[src/rtl/jtframe_romload.sv]
// rtl/jtframe_romload.sv - routes a linear ROM download stream into per-region write ports
//
// Splits the byte stream (ioctl_*) into REGIONS regions by address. Each accepted
// byte comes out one clock later on prog_addr/prog_data with a one-hot prog_we
// strobe selecting its region. A small IDLE/LOAD/DONE FSM tracks the download
// window, and statistics (byte_cnt, checksum, overflow) are kept per download.
//
// Optional feature macro: JTFRAME_ROMLOAD_CHECKSUM_EN
//   defined   : checksum = running 16-bit sum of accepted bytes
//   undefined : checksum tied to 0, no adder built
//
// Ports:
//   clk, rst_n           clock, synchronous active-low reset
//   downloading          high while the download is in progress
//   ioctl_addr/data/wr   download stream (byte address, byte, write strobe)
//   prog_addr/data/we    region-relative write port, one-hot region strobe
//   busy                 high in LOAD
//   done                 one-cycle pulse (state DONE) at download end
//   overflow             sticky: an in-window byte was outside the mapped range
//   byte_cnt             accepted bytes in the current download (saturating)
//   checksum             sum of accepted bytes, mod 2^16
module jtframe_romload #(
   parameter int                      REGIONS   = 4,
   parameter int                      AW        = 22,
   parameter logic [REGIONS*AW-1:0]   REG_START = {22'hC000, 22'h8000, 22'h4000, 22'h0},
   parameter logic [AW-1:0]           END_ADDR  = 22'h10000
)(
   input  logic                clk,
   input  logic                rst_n,
   input  logic                downloading,
   input  logic [AW-1:0]       ioctl_addr,
   input  logic [7:0]          ioctl_data,
   input  logic                ioctl_wr,
   output logic [AW-1:0]       prog_addr,
   output logic [7:0]          prog_data,
   output logic [REGIONS-1:0]  prog_we,
   output logic                busy,
   output logic                done,
   output logic                overflow,
   output logic [AW:0]         byte_cnt,
   output logic [15:0]         checksum
);

   typedef enum logic [1:0] {IDLE, LOAD, DONE} state_t;

   state_t             state, state_nxt;
   logic               dl_q;
   logic               pend;
   logic               rise, fall;
   logic               in_range, accept, oor;
   logic               enter_load;
   logic [REGIONS-1:0] we_sel;
   logic [AW-1:0]      base;

   assign rise     = downloading & ~dl_q;
   assign fall     = ~downloading & dl_q;
   assign in_range = (ioctl_addr >= REG_START[AW-1:0]) && (ioctl_addr < END_ADDR);
   assign accept   = ioctl_wr & downloading & in_range;
   assign oor      = ioctl_wr & downloading & ~in_range;

   // Starts are ascending, so the last matching region is the highest one.
   always_comb begin
      we_sel = '0;
      base   = REG_START[AW-1:0];
      for (int i = 0; i < REGIONS; i++) begin
         if (ioctl_addr >= REG_START[i*AW +: AW]) begin
            we_sel    = '0;
            we_sel[i] = 1'b1;
            base      = REG_START[i*AW +: AW];
         end
      end
   end

   always_ff @(posedge clk) begin
      if (!rst_n) state <= IDLE;
      else        state <= state_nxt;
   end

   // A rise seen while in DONE is parked in pend so IDLE can still act on it.
   always_comb begin
      state_nxt  = state;
      enter_load = 1'b0;
      busy       = 1'b0;
      done       = 1'b0;
      case (state)
         IDLE: begin
            if (rise || pend) begin
               state_nxt  = LOAD;
               enter_load = 1'b1;
            end
         end
         LOAD: begin
            busy = 1'b1;
            if (fall) state_nxt = DONE;
         end
         DONE: begin
            done      = 1'b1;
            state_nxt = IDLE;
         end
         default: state_nxt = IDLE;
      endcase
   end

   always_ff @(posedge clk) begin
      if (!rst_n) begin
         dl_q      <= 1'b0;
         pend      <= 1'b0;
         prog_we   <= '0;
         prog_addr <= '0;
         prog_data <= '0;
         overflow  <= 1'b0;
         byte_cnt  <= '0;
      end else begin
         dl_q <= downloading;
         if (enter_load)
            pend <= 1'b0;
         else if (state == DONE && rise)
            pend <= 1'b1;

         prog_we <= accept ? we_sel : '0;
         if (accept) begin
            prog_addr <= ioctl_addr - base;
            prog_data <= ioctl_data;
         end

         // Statistics restart on LOAD entry but still count a byte landing that cycle.
         if (enter_load) begin
            byte_cnt <= {{AW{1'b0}}, accept};
            overflow <= oor;
         end else begin
            if (accept && byte_cnt != '1) byte_cnt <= byte_cnt + 1'b1;
            if (oor) overflow <= 1'b1;
         end
      end
   end

`ifdef JTFRAME_ROMLOAD_CHECKSUM_EN
   logic [15:0] sum;

   always_ff @(posedge clk) begin
      if (!rst_n)
         sum <= 16'h0;
      else if (enter_load)
         sum <= accept ? {8'h00, ioctl_data} : 16'h0;
      else if (accept)
         sum <= sum + {8'h00, ioctl_data};
   end

   assign checksum = sum;
`else
   assign checksum = 16'h0;
`endif

endmodule

[config.mk]
export PLATFORM = sky130hd
export DESIGN_NAME = jtframe_romload
export DESIGN_NICKNAME = d
export VERILOG_FILES = /design/src/rtl/jtframe_romload.sv
export SDC_FILE = /design/constraint.sdc
export NUM_CORES = 1
export LEC_CHECK = 0
export CORE_ASPECT_RATIO = 1.75
export CORE_UTILIZATION = 40
export CTS_BUF_LIST = sky130_fd_sc_hd__clkbuf_2
export CTS_CLUSTER_DIAMETER = 80
export DETAILED_ROUTE_END_ITERATION = 8
export GPL_TIMING_DRIVEN = 1
export PLACE_DENSITY_LB_ADDON = 0.25
export SLEW_MARGIN = 20
export SYNTH_ARGS = -nofsm -noshare
export SYNTH_HDL_FRONTEND = slang
export SYNTH_SLANG_ARGS = --single-unit
[constraint.sdc]
create_clock -name clk -period 2.1 [get_ports clk]
set_input_delay 0.42 -clock clk [delete_from_list [all_inputs] [get_ports clk]]
set_output_delay 0.42 -clock clk [all_outputs]
set_load 0.02 [all_outputs]
==> results of run 1 <==
[tightest hold or removal path, delay by kind of cell]
family	cells	cell delay [ns]
buffers and inverters	1	0.39
AND/OR/NAND/NOR	1	0.05
AO/OA/AOI/OAI	1	0.05
[power groups by stage]
stage	logic (mW)	registers (mW)	clock network (mW)
finish	0.193	1.19	0.806
floorplan	0.102	1.21	0
CTS	0.192	1.19	0.823
detailed placement	0.193	1.21	0
global route	0.208	1.19	0.876
global placement	0.190	1.21	0
[state kept, by name (all words and copies together) (netlist names)]
name and flops:
byte_cnt 23, prog_data 8, overflow 1, prog_we 4
pend 1, state 2, dl_q 1, prog_addr 22
[cell families after synthesis]
group | count (synthesis)
xor gates and xnor gates | 12
muxes | 3
and+or+nand+nor | 142
adders and majority gates | 4
AOI/OAI and AO/OA | 63
DFF | 62
other | 1
buffers and inverters | 36
[layout by cell type, fill, tap and decap left out, types with 3 or more instances in the layout]
master / Yosys / final
a211oi_1: 6 / 6
a21boi_0: 12 / 12
a21boi_1: 14 / 14
a21oi_1: 11 / 11
and3_1: 3 / 3
and3_2: 3 / 3
and4_1: 4 / 4
buf_4: 16 / 37
clkbuf_2: 0 / 9
clkdlybuf4s50_1: 0 / 83
conb_1: 1 / 16
dfxtp_1: 62 / 58
dfxtp_2: 0 / 4
dlymetal6s2s_1: 0 / 8
ha_1: 3 / 3
inv_1: 6 / 6
mux2i_1: 3 / 3
nand2_1: 62 / 62
nand3_1: 10 / 10
nand4_1: 6 / 6
nor2_1: 30 / 29
nor2b_1: 3 / 3
o21ai_0: 7 / 7
or3_1: 3 / 3
xnor2_1: 10 / 10
[per-layer routing]
metal / global-route usage [%] / up-vias / routed length [um]
met1: 20.9 / 1234 / 2820
li1: - / 1331 / -
met4: 11.3 / 0 / 199
met5: 0 / - / 0
met3: 5.18 / 19 / 338
met2: 37.3 / 91 / 4000
[worst max path at each step]
stage | to | start | slack (ns) | depth (start not counted)
2_1_floorplan | byte_cnt[21] | byte_cnt[1] | 0.02 | 7
3_3_place_gp | byte_cnt[7] | ioctl_addr[19] | -0.40 | 6
3_5_place_dp | prog_addr[15] | ioctl_addr[19] | -0.46 | 8
4_1_cts | byte_cnt[1] | byte_cnt[1] | 0.006 | 2
5_1_grt | byte_cnt[21] | byte_cnt[7] | -0.03 | 5
6_report | byte_cnt[21] | byte_cnt[0] | 0.03 | 6
[through the flow]
step | TNS, ns | power [mW]
2_1_floorplan | 0 | 1.32
3_3_place_gp | -8.39 | 1.40
3_5_place_dp | -10.44 | 1.41
4_1_cts | 0 | 2.20
5_1_grt | -0.0283 | 2.27
6_report | 0 | 2.19
[synthesized netlist by cell type (2+ instances only)]
cell      count
mux2i_1       3
a31oi_1       2
o31ai_1       2
and3_1        3
nand3_1      10
nor2_1       30
o21ai_0       7
o211a_1       2
buf_4        16
dfxtp_1      62
and3_2        3
a21oi_1      11
xnor2_1      10
ha_1          3
or4_1         2
a21boi_0     12
clkbuf_1     11
inv_1         6
or3_1         3
a21boi_1     14
and2_1        2
and4_1        4
nand4_1       6
nand2_1      62
a211oi_2      2
or4_4         2
nor2b_1       3
nor3_1        2
a211oi_1      6
xor2_1        2
[layout make-up]
type	instances	area (um2)
multi-input cells	240	1420
inverters	6	22.5
clock buffers	9	45.0
well taps	84	105
fillers	651	2660
clock inverters	6	77.6
flip-flops and latches	62	1250
repair buffers	130	1230
[what timing repair did]
item / CTS / global route
setup endpoints to repair: 2 / 18
gates resized for setup: 2 / 13
buffers inserted: 0 / 1
hold buffers: 0 / 0
pin swaps: 0 / 1
==> metrics, run 1 <==
TritonCTS clock tree=built; drt via density=4.98; post-synthesis mux area share=1.07%; Net Switching=0.527 mW; ant diodes=0; pin count of the biggest net entering global routing=32; Final Non-Filler Cells=537; CP bufs+invs=0; sequential share of power=54.3%; hold wc startpoint=ioctl_addr[4]; switching share of total power=24.1%; Final min period=2.07 ns; Clock Power Share=36.9%; largest cells by area after synthesis=dfxtp_1, nand2_1, buf_4; Tot GR Track Use=20.7%; die width=65.2 um; Logic pwr share=8.8%; RSZ-0062 raised after global routing=yes; via count=2675; Max Clk Rate=482 MHz; DRC=0; die height=113 um; Static Leak=1.69 nW; Hold Fails Final Rpt=0; Max IR drop VDD=0.000333 V; PortBufs=93; Final Max Slew Viols=0; Synth Flop Type=dfxtp_1; crit path cell chain=ha_1, and4_1, and4_1, a211o_4, or4_1, a21oi_1; kind of critical path=flip-flop to flip-flop; max_cap viols=0; row cnt=40; Synth cell types=50; Max stage delay on crit path=0.41 ns; dpl cell area=0.00399 mm2; Worst Hold Path Cells=3; initial antenna violation count=0; routed wire length=7360 um; hold_ws=0.439 ns; fin util=60.9%; pre-CTS setup slack=-0.459 ns; Clock Skew=0.0281 ns; Detail Route Antenna Nets=0; Yosys top cell by area=dfxtp_1; largest family of logic cells by synthesized area=simple AND/OR/NAND/NOR gates; Syn. warnings=0; hpwl dp=5390 um; P_int=1.66 mW; post-route cell area=0.00415 mm2; vias in the first global route=2600; H-tree depth=3; status=finished, final reports clean; crit-path leading delay family=simple AND/OR/NAND/NOR gates; CP endpoint kind=flip-flop; dpl cells=521; Async S/R FF share, synth=0%; Reg clk slew, reported paths=0.18 ns; clk buf depth=2; Worst Path Required=2.52 ns; clock latency on the worst-skew pair=0.50 ns; CP startpoint kind=flip-flop; arrival time at the worst endpoint=2.49 ns; Adder-Cell Fraction of Synth Area=2.06%; Placer Congestion=0.851; CP max-delay cell=or4_1; crit-path most repeated cell=and4_1; DIE AREA=0.00734 mm2; Seq/Total Area, Yosys=44.4%; area grow syn2layout=48.3%; fin crit share=98.8%; FF-to-FF setup slack=0.03 ns; count of endpoints failing setup in the final report=0; WL/cell=13.7 um; layout cells sized above 1=15.2%; Synth Area in Simple Gates=25.3%; syn_area_per_cell=8.66 um2; core area=0.00681 mm2; global-route wire length before repair=11700 um; CTS buffer count=9; Reg-to-Reg End=byte_cnt[21]; PD cells=527 mW/mm2; Top-Level Pins=110; crit-path max FO=9; Synth Area in Compound Gates=15.9%; Worst Hold Class=input pin to flip-flop; Sink Count=62; Detailed Routing Iterations Pass 1=4; Iteration-0 DRC Markers=130; CTS Root Cell=clkbuf_2; FF-to-FF path depth=6; total grt overflow=0; NumNets Final=487; EDFF count, synth=0; final worst slack=0.0253 ns; initial core utilization=41.1%; Seq cells post-synth=62; reg-to-reg critical path startpoint=byte_cnt[0]; hold endpoint=prog_addr[4]; Mapped Area=0.00280 mm2; Mapped Cells=323; top cell type's share of synthesized area=44.4%; post-synthesis xor/xnor area fraction=3.76%
(Power assumes the default switching activity.)
==> inputs of run 2 (changes only) <==
--- a/config.mk
+++ b/config.mk
@@ -12,7 +12,6 @@
 export DETAILED_ROUTE_END_ITERATION = 8
 export GPL_TIMING_DRIVEN = 1
 export PLACE_DENSITY_LB_ADDON = 0.25
-export SLEW_MARGIN = 20
 export SYNTH_ARGS = -nofsm -noshare
 export SYNTH_HDL_FRONTEND = slang
 export SYNTH_SLANG_ARGS = --single-unit
==> results of run 2 <==
Final layout, timing and power as in run 1 (identical DEF).
